`config.mk`:
```
export PLATFORM = sky130hd
export DESIGN_NAME = eco32_core_jpu_mt_flat
export DESIGN_NICKNAME = d
export VERILOG_FILES = /design/src/rtl/eco32_core_jpu_mt_if.sv /design/src/rtl/eco32_core_jpu_mt.sv /design/src/flat_wrapper.sv
export SDC_FILE = /design/constraint.sdc
export NUM_CORES = 2
export LEC_CHECK = 0
export BUFFER_PORTS_ARGS = -buffer_cell sky130_fd_sc_hd__buf_2
export CORE_UTILIZATION = 45
export CTS_CLUSTER_DIAMETER = 60
export DETAILED_ROUTE_END_ITERATION = 8
export HOLD_SLACK_MARGIN = 0.03
export PLACE_DENSITY = 0.66
export SYNTH_ARGS = -nofsm -noshare
export SYNTH_HDL_FRONTEND = slang
export SYNTH_SLANG_ARGS = --single-unit
```
`constraint.sdc`:
```
create_clock -name clk -period 10.35 [get_ports clk]
set_input_delay 1.035 -clock clk [delete_from_list [all_inputs] [get_ports clk]]
set_output_delay 1.035 -clock clk [all_outputs]
set_load 0.005 [all_outputs]
```
`src/rtl/eco32_core_jpu_mt_if.sv`:
```
// Jump-unit bus: upstream issue, MPU flow handshake, CR table writes and results.
interface eco32_core_jpu_mt_if #(
  parameter int TID_W = 1,
  parameter int CR_AW = 4
);
  logic             i_stb;
  logic [TID_W-1:0] i_tid;
  logic [3:0]       i_asid;
  logic [1:0]       i_pid;
  logic             i_evt_req;
  logic [11:0]      i_jp_cw;
  logic [31:0]      i_r0_data;
  logic [31:0]      i_r2_data;

  logic             fci_inst_lsf;
  logic             fci_inst_skip;
  logic             fci_inst_rep;
  logic             fco_inst_jpf;

  logic [1:0]       jcr_wen;
  logic [TID_W-1:0] jcr_tid;
  logic [CR_AW-1:0] jcr_addr;
  logic [31:0]      jcr_dataL;
  logic [31:0]      jcr_dataH;

  logic             o_stb;
  logic             o_evt_ack;
  logic [TID_W-1:0] o_tid;
  logic [3:0]       o_asid;
  logic [1:0]       o_pid;
  logic [15:0]      o_isw;
  logic [31:0]      o_v_addr;
  logic             o_flt_stb;
  logic [1:0]       o_flt_code;
  logic             o_busy;

  modport master (
    output i_stb, i_tid, i_asid, i_pid, i_evt_req, i_jp_cw, i_r0_data, i_r2_data,
    output fci_inst_lsf, fci_inst_skip, fci_inst_rep,
    output jcr_wen, jcr_tid, jcr_addr, jcr_dataL, jcr_dataH,
    input  fco_inst_jpf, o_stb, o_evt_ack, o_tid, o_asid, o_pid, o_isw, o_v_addr,
    input  o_flt_stb, o_flt_code, o_busy
  );

  modport slave (
    input  i_stb, i_tid, i_asid, i_pid, i_evt_req, i_jp_cw, i_r0_data, i_r2_data,
    input  fci_inst_lsf, fci_inst_skip, fci_inst_rep,
    input  jcr_wen, jcr_tid, jcr_addr, jcr_dataL, jcr_dataH,
    output fco_inst_jpf, o_stb, o_evt_ack, o_tid, o_asid, o_pid, o_isw, o_v_addr,
    output o_flt_stb, o_flt_code, o_busy
  );
endinterface

```
`src/rtl/eco32_core_jpu_mt.sv`:
```
// Multi-thread jump unit: CR/GP target generation, fault detection and an
// MPU-driven replay loop that reissues a buffered jump up to REP_MAX times.
module eco32_core_jpu_mt #(
  parameter int TID_W   = 1,
  parameter int CR_AW   = 4,
  parameter int REP_MAX = 3
) (
  input  logic               clk,
  input  logic               rst,
  eco32_core_jpu_mt_if.slave bus
);
  localparam int IW   = TID_W + CR_AW;
  localparam int NENT = 2 ** IW;

  typedef struct packed {
    logic [TID_W-1:0] tid;
    logic [3:0]       asid;
    logic             evt;
    logic [11:0]      cw;
    logic [31:0]      r0;
    logic [31:0]      r2;
  } req_t;

  typedef enum logic [1:0] {IDLE, HOLD, REPLAY} state_t;

  logic [31:0]     cra_mem [NENT];
  logic [31:0]     crb_mem [NENT];
  logic [NENT-1:0] cra_vld;

  state_t      state;
  logic [3:0]  rep_cnt;
  req_t        in_req, a0_req, b1_req, buf_req;
  logic        a0_stb, b1_stb;
  logic        busy, stb, evt_ack, flt_stb;
  logic [1:0]  flt_code;
  logic [31:0] v_addr;
  logic [15:0] isw;
  logic [TID_W-1:0] tid_q;
  logic [3:0]  asid_q;
  logic [1:0]  pid_q;

  logic [IW-1:0] widx, ridx;
  logic [31:0]   cra_rd, crb_rd, base, offs, target;
  logic          cre, vld, flt_inv, flt_mis, kill;

  assign widx = {bus.jcr_tid, bus.jcr_addr};

  always_ff @(posedge clk) begin
    if (bus.jcr_wen[0]) cra_mem[widx] <= bus.jcr_dataL;
    if (bus.jcr_wen[1]) crb_mem[widx] <= bus.jcr_dataH;
  end

  always_comb begin
    in_req.tid  = bus.i_tid;
    in_req.asid = bus.i_asid;
    in_req.evt  = bus.i_evt_req;
    in_req.cw   = bus.i_jp_cw;
    in_req.r0   = bus.i_r0_data;
    in_req.r2   = bus.i_r2_data;
    if (state == REPLAY) begin
      a0_req = buf_req;
      a0_stb = 1'b1;
    end else begin
      a0_req = in_req;
      a0_stb = bus.i_stb & bus.i_jp_cw[0] & ~b1_stb & ~busy;
    end
  end

  always_ff @(posedge clk or posedge rst) begin
    if (rst) begin
      b1_stb <= 1'b0;
      b1_req <= '0;
    end else begin
      b1_stb <= a0_stb;
      if (a0_stb) b1_req <= a0_req;
    end
  end

  // Table read is asynchronous, so a same-cycle write lands after this read.
  assign ridx    = {b1_req.tid, b1_req.cw[CR_AW+6:7]};
  assign cra_rd  = cra_mem[ridx];
  assign crb_rd  = crb_mem[ridx];
  assign vld     = cra_vld[ridx];
  assign cre     = b1_req.cw[4];
  assign base    = b1_req.cw[11] ? {cra_rd[31:3], 3'b000} : {cra_rd[31:2], 2'b00};
  assign offs    = (b1_req.cw[4] & b1_req.cw[3]) ? {19'd0, b1_req.r2[9:0], 3'b000} : b1_req.r2;
  assign target  = (cre ? base : b1_req.r0) + offs;
  assign flt_inv = cre & ~vld;
  assign flt_mis = ~cre & (b1_req.cw[11] ? (|target[2:0]) : (|target[1:0]));
  assign kill    = bus.fci_inst_lsf | bus.fci_inst_skip;

  // state  | meaning
  // IDLE   | accepting new jumps, evaluating the b1 attempt
  // HOLD   | replay requested; jump parked in buf_req, upstream stalled
  // REPLAY | buffered jump is re-injected into a0 this cycle
  always_ff @(posedge clk or posedge rst) begin
    if (rst) begin
      state    <= IDLE;
      rep_cnt  <= 4'd0;
      buf_req  <= '0;
      busy     <= 1'b0;
      stb      <= 1'b0;
      evt_ack  <= 1'b0;
      flt_stb  <= 1'b0;
      flt_code <= 2'b00;
      v_addr   <= 32'd0;
      isw      <= 16'd0;
      tid_q    <= '0;
      asid_q   <= 4'd0;
      pid_q    <= 2'b00;
      cra_vld  <= '0;
    end else begin
      stb     <= 1'b0;
      evt_ack <= 1'b0;
      flt_stb <= 1'b0;
      if (bus.jcr_wen[0]) cra_vld[widx] <= 1'b1;

      case (state)
        HOLD:    state <= REPLAY;
        REPLAY: begin
          state <= IDLE;
          busy  <= 1'b0;
        end
        default: state <= IDLE;
      endcase

      if (b1_stb) begin
        if (kill) begin
          rep_cnt <= 4'd0;
        end else if (flt_inv | flt_mis) begin
          flt_stb  <= 1'b1;
          flt_code <= flt_inv ? 2'b01 : 2'b10;
          rep_cnt  <= 4'd0;
        end else if (bus.fci_inst_rep) begin
          if (rep_cnt == 4'(REP_MAX)) begin
            flt_stb  <= 1'b1;
            flt_code <= 2'b11;
            rep_cnt  <= 4'd0;
          end else begin
            buf_req <= b1_req;
            rep_cnt <= rep_cnt + 4'd1;
            state   <= HOLD;
            busy    <= 1'b1;
          end
        end else begin
          stb     <= 1'b1;
          evt_ack <= b1_req.evt;
          v_addr  <= target;
          isw     <= cre ? crb_rd[15:0] : 16'd0;
          tid_q   <= b1_req.tid;
          asid_q  <= b1_req.asid;
          pid_q   <= b1_req.cw[2:1];
          rep_cnt <= 4'd0;
        end
      end
    end
  end

  assign bus.o_stb        = stb;
  assign bus.fco_inst_jpf = stb;
  assign bus.o_evt_ack    = evt_ack;
  assign bus.o_flt_stb    = flt_stb;
  assign bus.o_flt_code   = flt_code;
  assign bus.o_busy       = busy;
  assign bus.o_v_addr     = v_addr;
  assign bus.o_isw        = isw;
  assign bus.o_tid        = tid_q;
  assign bus.o_asid       = asid_q;
  assign bus.o_pid        = pid_q;

  // pid comes from the control word; upstream i_pid is informational only.
  logic unused_ok;
  assign unused_ok = ^{bus.i_pid, b1_req.cw[6:5], b1_req.cw[0], crb_rd[31:16]};
endmodule

```
`src/flat_wrapper.sv`:
```
// flat-port wrapper written by rule: the top's interface ports become plain ports
module eco32_core_jpu_mt_flat 
#(
  parameter int TID_W   = 1,
  parameter int CR_AW   = 4,
  parameter int REP_MAX = 3
)
  (clk, rst, bus_i_stb, bus_i_tid, bus_i_asid, bus_i_pid, bus_i_evt_req, bus_i_jp_cw, bus_i_r0_data, bus_i_r2_data, bus_fci_inst_lsf, bus_fci_inst_skip, bus_fci_inst_rep, bus_jcr_wen, bus_jcr_tid, bus_jcr_addr, bus_jcr_dataL, bus_jcr_dataH, bus_fco_inst_jpf, bus_o_stb, bus_o_evt_ack, bus_o_tid, bus_o_asid, bus_o_pid, bus_o_isw, bus_o_v_addr, bus_o_flt_stb, bus_o_flt_code, bus_o_busy);
  eco32_core_jpu_mt_if #(.TID_W(TID_W), .CR_AW(CR_AW)) bus_i ();
  input  logic clk;
  input  logic rst;
  input wire logic [$bits(bus_i.i_stb)-1:0] bus_i_stb;
  input wire logic [$bits(bus_i.i_tid)-1:0] bus_i_tid;
  input wire logic [$bits(bus_i.i_asid)-1:0] bus_i_asid;
  input wire logic [$bits(bus_i.i_pid)-1:0] bus_i_pid;
  input wire logic [$bits(bus_i.i_evt_req)-1:0] bus_i_evt_req;
  input wire logic [$bits(bus_i.i_jp_cw)-1:0] bus_i_jp_cw;
  input wire logic [$bits(bus_i.i_r0_data)-1:0] bus_i_r0_data;
  input wire logic [$bits(bus_i.i_r2_data)-1:0] bus_i_r2_data;
  input wire logic [$bits(bus_i.fci_inst_lsf)-1:0] bus_fci_inst_lsf;
  input wire logic [$bits(bus_i.fci_inst_skip)-1:0] bus_fci_inst_skip;
  input wire logic [$bits(bus_i.fci_inst_rep)-1:0] bus_fci_inst_rep;
  input wire logic [$bits(bus_i.jcr_wen)-1:0] bus_jcr_wen;
  input wire logic [$bits(bus_i.jcr_tid)-1:0] bus_jcr_tid;
  input wire logic [$bits(bus_i.jcr_addr)-1:0] bus_jcr_addr;
  input wire logic [$bits(bus_i.jcr_dataL)-1:0] bus_jcr_dataL;
  input wire logic [$bits(bus_i.jcr_dataH)-1:0] bus_jcr_dataH;
  output wire logic [$bits(bus_i.fco_inst_jpf)-1:0] bus_fco_inst_jpf;
  output wire logic [$bits(bus_i.o_stb)-1:0] bus_o_stb;
  output wire logic [$bits(bus_i.o_evt_ack)-1:0] bus_o_evt_ack;
  output wire logic [$bits(bus_i.o_tid)-1:0] bus_o_tid;
  output wire logic [$bits(bus_i.o_asid)-1:0] bus_o_asid;
  output wire logic [$bits(bus_i.o_pid)-1:0] bus_o_pid;
  output wire logic [$bits(bus_i.o_isw)-1:0] bus_o_isw;
  output wire logic [$bits(bus_i.o_v_addr)-1:0] bus_o_v_addr;
  output wire logic [$bits(bus_i.o_flt_stb)-1:0] bus_o_flt_stb;
  output wire logic [$bits(bus_i.o_flt_code)-1:0] bus_o_flt_code;
  output wire logic [$bits(bus_i.o_busy)-1:0] bus_o_busy;
  assign bus_i.i_stb = bus_i_stb;
  assign bus_i.i_tid = bus_i_tid;
  assign bus_i.i_asid = bus_i_asid;
  assign bus_i.i_pid = bus_i_pid;
  assign bus_i.i_evt_req = bus_i_evt_req;
  assign bus_i.i_jp_cw = bus_i_jp_cw;
  assign bus_i.i_r0_data = bus_i_r0_data;
  assign bus_i.i_r2_data = bus_i_r2_data;
  assign bus_i.fci_inst_lsf = bus_fci_inst_lsf;
  assign bus_i.fci_inst_skip = bus_fci_inst_skip;
  assign bus_i.fci_inst_rep = bus_fci_inst_rep;
  assign bus_i.jcr_wen = bus_jcr_wen;
  assign bus_i.jcr_tid = bus_jcr_tid;
  assign bus_i.jcr_addr = bus_jcr_addr;
  assign bus_i.jcr_dataL = bus_jcr_dataL;
  assign bus_i.jcr_dataH = bus_jcr_dataH;
  assign bus_fco_inst_jpf = bus_i.fco_inst_jpf;
  assign bus_o_stb = bus_i.o_stb;
  assign bus_o_evt_ack = bus_i.o_evt_ack;
  assign bus_o_tid = bus_i.o_tid;
  assign bus_o_asid = bus_i.o_asid;
  assign bus_o_pid = bus_i.o_pid;
  assign bus_o_isw = bus_i.o_isw;
  assign bus_o_v_addr = bus_i.o_v_addr;
  assign bus_o_flt_stb = bus_i.o_flt_stb;
  assign bus_o_flt_code = bus_i.o_flt_code;
  assign bus_o_busy = bus_i.o_busy;
  eco32_core_jpu_mt #(.TID_W(TID_W), .CR_AW(CR_AW), .REP_MAX(REP_MAX)) u_core (.clk(clk), .rst(rst), .bus(bus_i));
endmodule
```
==> qor.yml <==
status:
  outcome: "finished, final reports clean"
final_layout:
  layout-drive-gt1-share_pct: 31.72
  nets: 3820
  nFillCells: 11740
  syn_to_final_growth_pct: 13.83
die:
  fp.dieH_microns: 391.9
  io_pins: 223
  die_w_microns: 391.9
  initial_utilization_pct: 45.52
  core_sq_um: 150300
  die-area_sq_um: 153600
  rows: 142
min_path:
  hold_path_class: "in2async"
yosys:
  synth.top_cell.area_share_pct: 64.60
  synthAdderAreaFrac_pct: 0.6144
  yosysMostFrequentCell: "edfxtp_1"
  yosysWarnings: 0
  yosys.area_share.simple_pct: 2.659
  synth_top_family_by_area: "multiplexers"
  synth-compound-area-share_pct: 2.257
  synth_top_cell_by_area: "edfxtp_1"
  synth.mux.area_fraction_pct: 18.90
  netlist_area_sq_um: 68420
  synth-edff-count: 1472
  synthFlopType: "edfxtp_1"
  async_flop_share_pct: 14.91
  synth_common_cells: "1472 x edfxtp_1, 460 x mux4_2, 258 x dfrtp_1"
  yosys.cell_types.count: 61
  synth_cells: 3342
  yosysSeqAreaShare_pct: 74.04
  ys_ff_latch: 1730
  synth_area_per_cell_sq_um: 20.47
  synthXorXnorAreaFrac_pct: 0.3200
  synth_nets: 3536
  ys_top_cells_by_area: "edfxtp_1 65%, mux4_2 15%, dfrtp_1 9.4%"
timing:
  slew_headroom_pct: 24.83
  setup_viol: 0
  rsz0062_at_grt: "false"
  whs_ns: 0.3622
  fmaxAchievable_mhz: 151.0
  fin_worst_skew_ns: 0.06400
  setup_tns_ns: 0
  tightest_slew_ns: 1.096
  setup_slack_ns: 3.728
  slew_viol_final: 0
  post-route-min-period_ns: 6.622
  fin_crit_sh_pct: 63.98
  hold_violations: 0
route:
  wirelength_microns: 158200
  vias: 33620
  top_layer: "met5"
  first_iter_violations: 3660
  met2_length_microns: 74290
  met1_length_microns: 67280
  viasPerCell: 5.801
  dr.pass1.iters: 5
  drc: 0
  avgRoutedWirePerCell_microns: 27.31
  dr_wl_met3_microns: 13130
  ant_nets: 0
pwr:
  power.leakage_nw: 26.79
  p_per_area_nw_per_um2: 268.2
  vdd_drop_max_uv: 235.9
grt:
  grt_pass1_vias: 33580
  grt_pass1_wl_microns: 229800
  antenna_found_initial: 32
  grt_max_degree: 153
  grt_util_all_layers_pct: 20.76
  grt_remaining_overflow: 0
placement:
  gp_congestion: 0.8171
  pre_cts_slack_ns: 3.686
  dp_hpwl_microns: 84990
  io_buffers: 200
critical_path:
  crit_path_max_incr_delay_ns: 0.84
  arrival_ns: 7.30
  crit_type: "reg2reg"
  critPathCaptureType: "register"
  worstPathRequired_ns: 11.02
  crit_slowest_cell: "dfrtp_4"
  critPathLaunchType: "register"
  path_cells: "buf_4 > mux4_2 > mux4_2 > mux2i_1 > nor2_1 > mux2_2 > ha_1 > xor2_1 > nand2_1 > a21oi_1 > nand3b_1 > or2_1 > nor2_4 > buf_4 > mux2_2"
  worst-path-max-fanout: 53
clock_network:
  postCtsSetupBuffers: 0
  cts-hold-fix-buffers: 0
  cts_buffer_depth: 3
  cts-htree-levels: 4
  clock_latency_ns: 0.82
  cts.repair.resized: 0
  clkSlewWorstSetupHoldPaths_ns: 0.06
  cts.sinks: 1730
  root_buffer: "clkbuf_16"
  cts_tree: "built"
  cts_buffers: 174
job:
  cap_violations: 0
power by group:
part	switching, mW	internal, mW	total (mW)
clock network	2.65	3.48	6.13
registers	0.457	8.03	8.48
logic	3.29	2.98	6.27
cell usage in the layout (no fill, tap or decap), types with 7 or more instances in the layout:
cell / count
nor2b_1: 7
nor2_4: 33
ha_1: 32
bufinv_16: 11
or2_2: 32
clkinv_1: 32
nor2_2: 8
nor2_1: 99
mux2_1: 8
a22o_1: 17
xnor2_1: 12
xor2_1: 13
o21ai_0: 116
a21oi_1: 63
a211oi_1: 7
edfxtp_1: 1472
clkbuf_1: 33
mux2i_1: 135
a21o_1: 13
clkbuf_16: 178
diode_2: 8
buf_2: 200
nand3b_1: 16
buf_4: 86
clkinv_2: 39
nand2_1: 128
inv_1: 12
clkinvlp_4: 8
nand3_1: 14
mux4_2: 460
mux2_2: 96
and2_1: 22
dfrtp_1: 252
final cells by class:
class	count	area [sq um]	area share (%)
multi-input combinational	1415	17220	22.11
inverter	14	60.06	0.07711
clock buffer	215	4633	5.949
tap	2016	2522	3.239
antenna	8	20.02	0.02570
sequential	1730	50680	65.07
clock inverter	106	999.7	1.284
timing repair buffer	291	1747	2.243
cells by family (layout without fill, tap and decap cells):
logic type                 after synthesis  count (layout)
DFF                                   1730            1730
muxes                                  701             701
and+or+nand+nor                        395             395
AOI/OAI and AO/OA                      261             261
buffers and inverters                  197             626
adders and majority gates               33              33
xor gates and xnor gates                25              25
other                                    0               8
routing by layer:
layer | GRT usage [%] | up-vias
met4 | 5.156 | 24
met5 | 0 | -
met1 | 30.17 | 17880
li1 | - | 14180
met3 | 4.655 | 241
met2 | 31.95 | 1294
registers in the layout (all words and copies together), names as in the netlist:
| register | flops |
|---|---|
| u_core.bus.o_v_addr | 32 |
| u_core.b1_req | 79 |
| u_core.bus.o_tid | 1 |
| u_core.crb_mem | 512 |
| u_core.cra_vld | 32 |
| u_core.rep_cnt | 4 |
| u_core.buf_req | 79 |
| u_core.b1_stb | 1 |
| u_core.bus.o_flt_code | 2 |
| u_core.bus.fco_inst_jpf | 1 |
| u_core.bus.o_busy | 1 |
| u_core.bus.o_evt_ack | 1 |
| u_core.bus.o_pid | 2 |
| u_core.bus.o_flt_stb | 1 |
| u_core.bus.o_asid | 4 |
| u_core.state | 2 |
| u_core.cra_mem | 960 |
| u_core.bus.o_isw | 16 |
critical path, delay by kind of cell, from the launching register on:
kind	cells	cell delay, ns
mux	5	2.05
simple gates	5	1.53
fa+ha+maj	1	0.35
flops	1	0.84
xor+xnor	1	0.22
buf+inv	2	1.32
compound gates	1	0.09
path summary, 6_finish.rpt:
| kind | cells past startpoint | slack, ns | endpoint | start |
|---|---|---|---|---|
| worst min-delay path | 2 | 0.36 | u_core.bus.o_isw[10]$_DFFE_PP0P_ | rst |
| worst max register to register | 15 | 3.73 | u_core.buf_req[7]$_DFFE_PP0P_ | u_core.b1_req[72]$_DFFE_PP0P_ |
| min in group clk | 1 | 0.46 | u_core.cra_vld[19]$_DFFE_PP0P_ | u_core.cra_vld[19]$_DFFE_PP0P_ |
| worst max-delay path | 15 | 3.73 | u_core.buf_req[7]$_DFFE_PP0P_ | u_core.b1_req[72]$_DFFE_PP0P_ |
| max in group asynchronous | 3 | 8.64 | u_core.buf_req[38]$_DFFE_PP0P_ | rst |
| worst min register to register | 1 | 0.46 | u_core.cra_vld[19]$_DFFE_PP0P_ | u_core.cra_vld[19]$_DFFE_PP0P_ |
stage by stage:
stage	total power [mW]	area [sq um]	cells	util [%]
after detailed placement	14.91	72230	5466	48.05
after floorplan	13.04	68420	3342	-
after global placement	14.87	72230	5466	48.05
final	20.89	77880	5795	51.81
after global routing	21.83	77860	5788	51.80
after CTS	21.04	77860	5787	51.80
No activity file was read; power rests on OpenSTA's default activity.
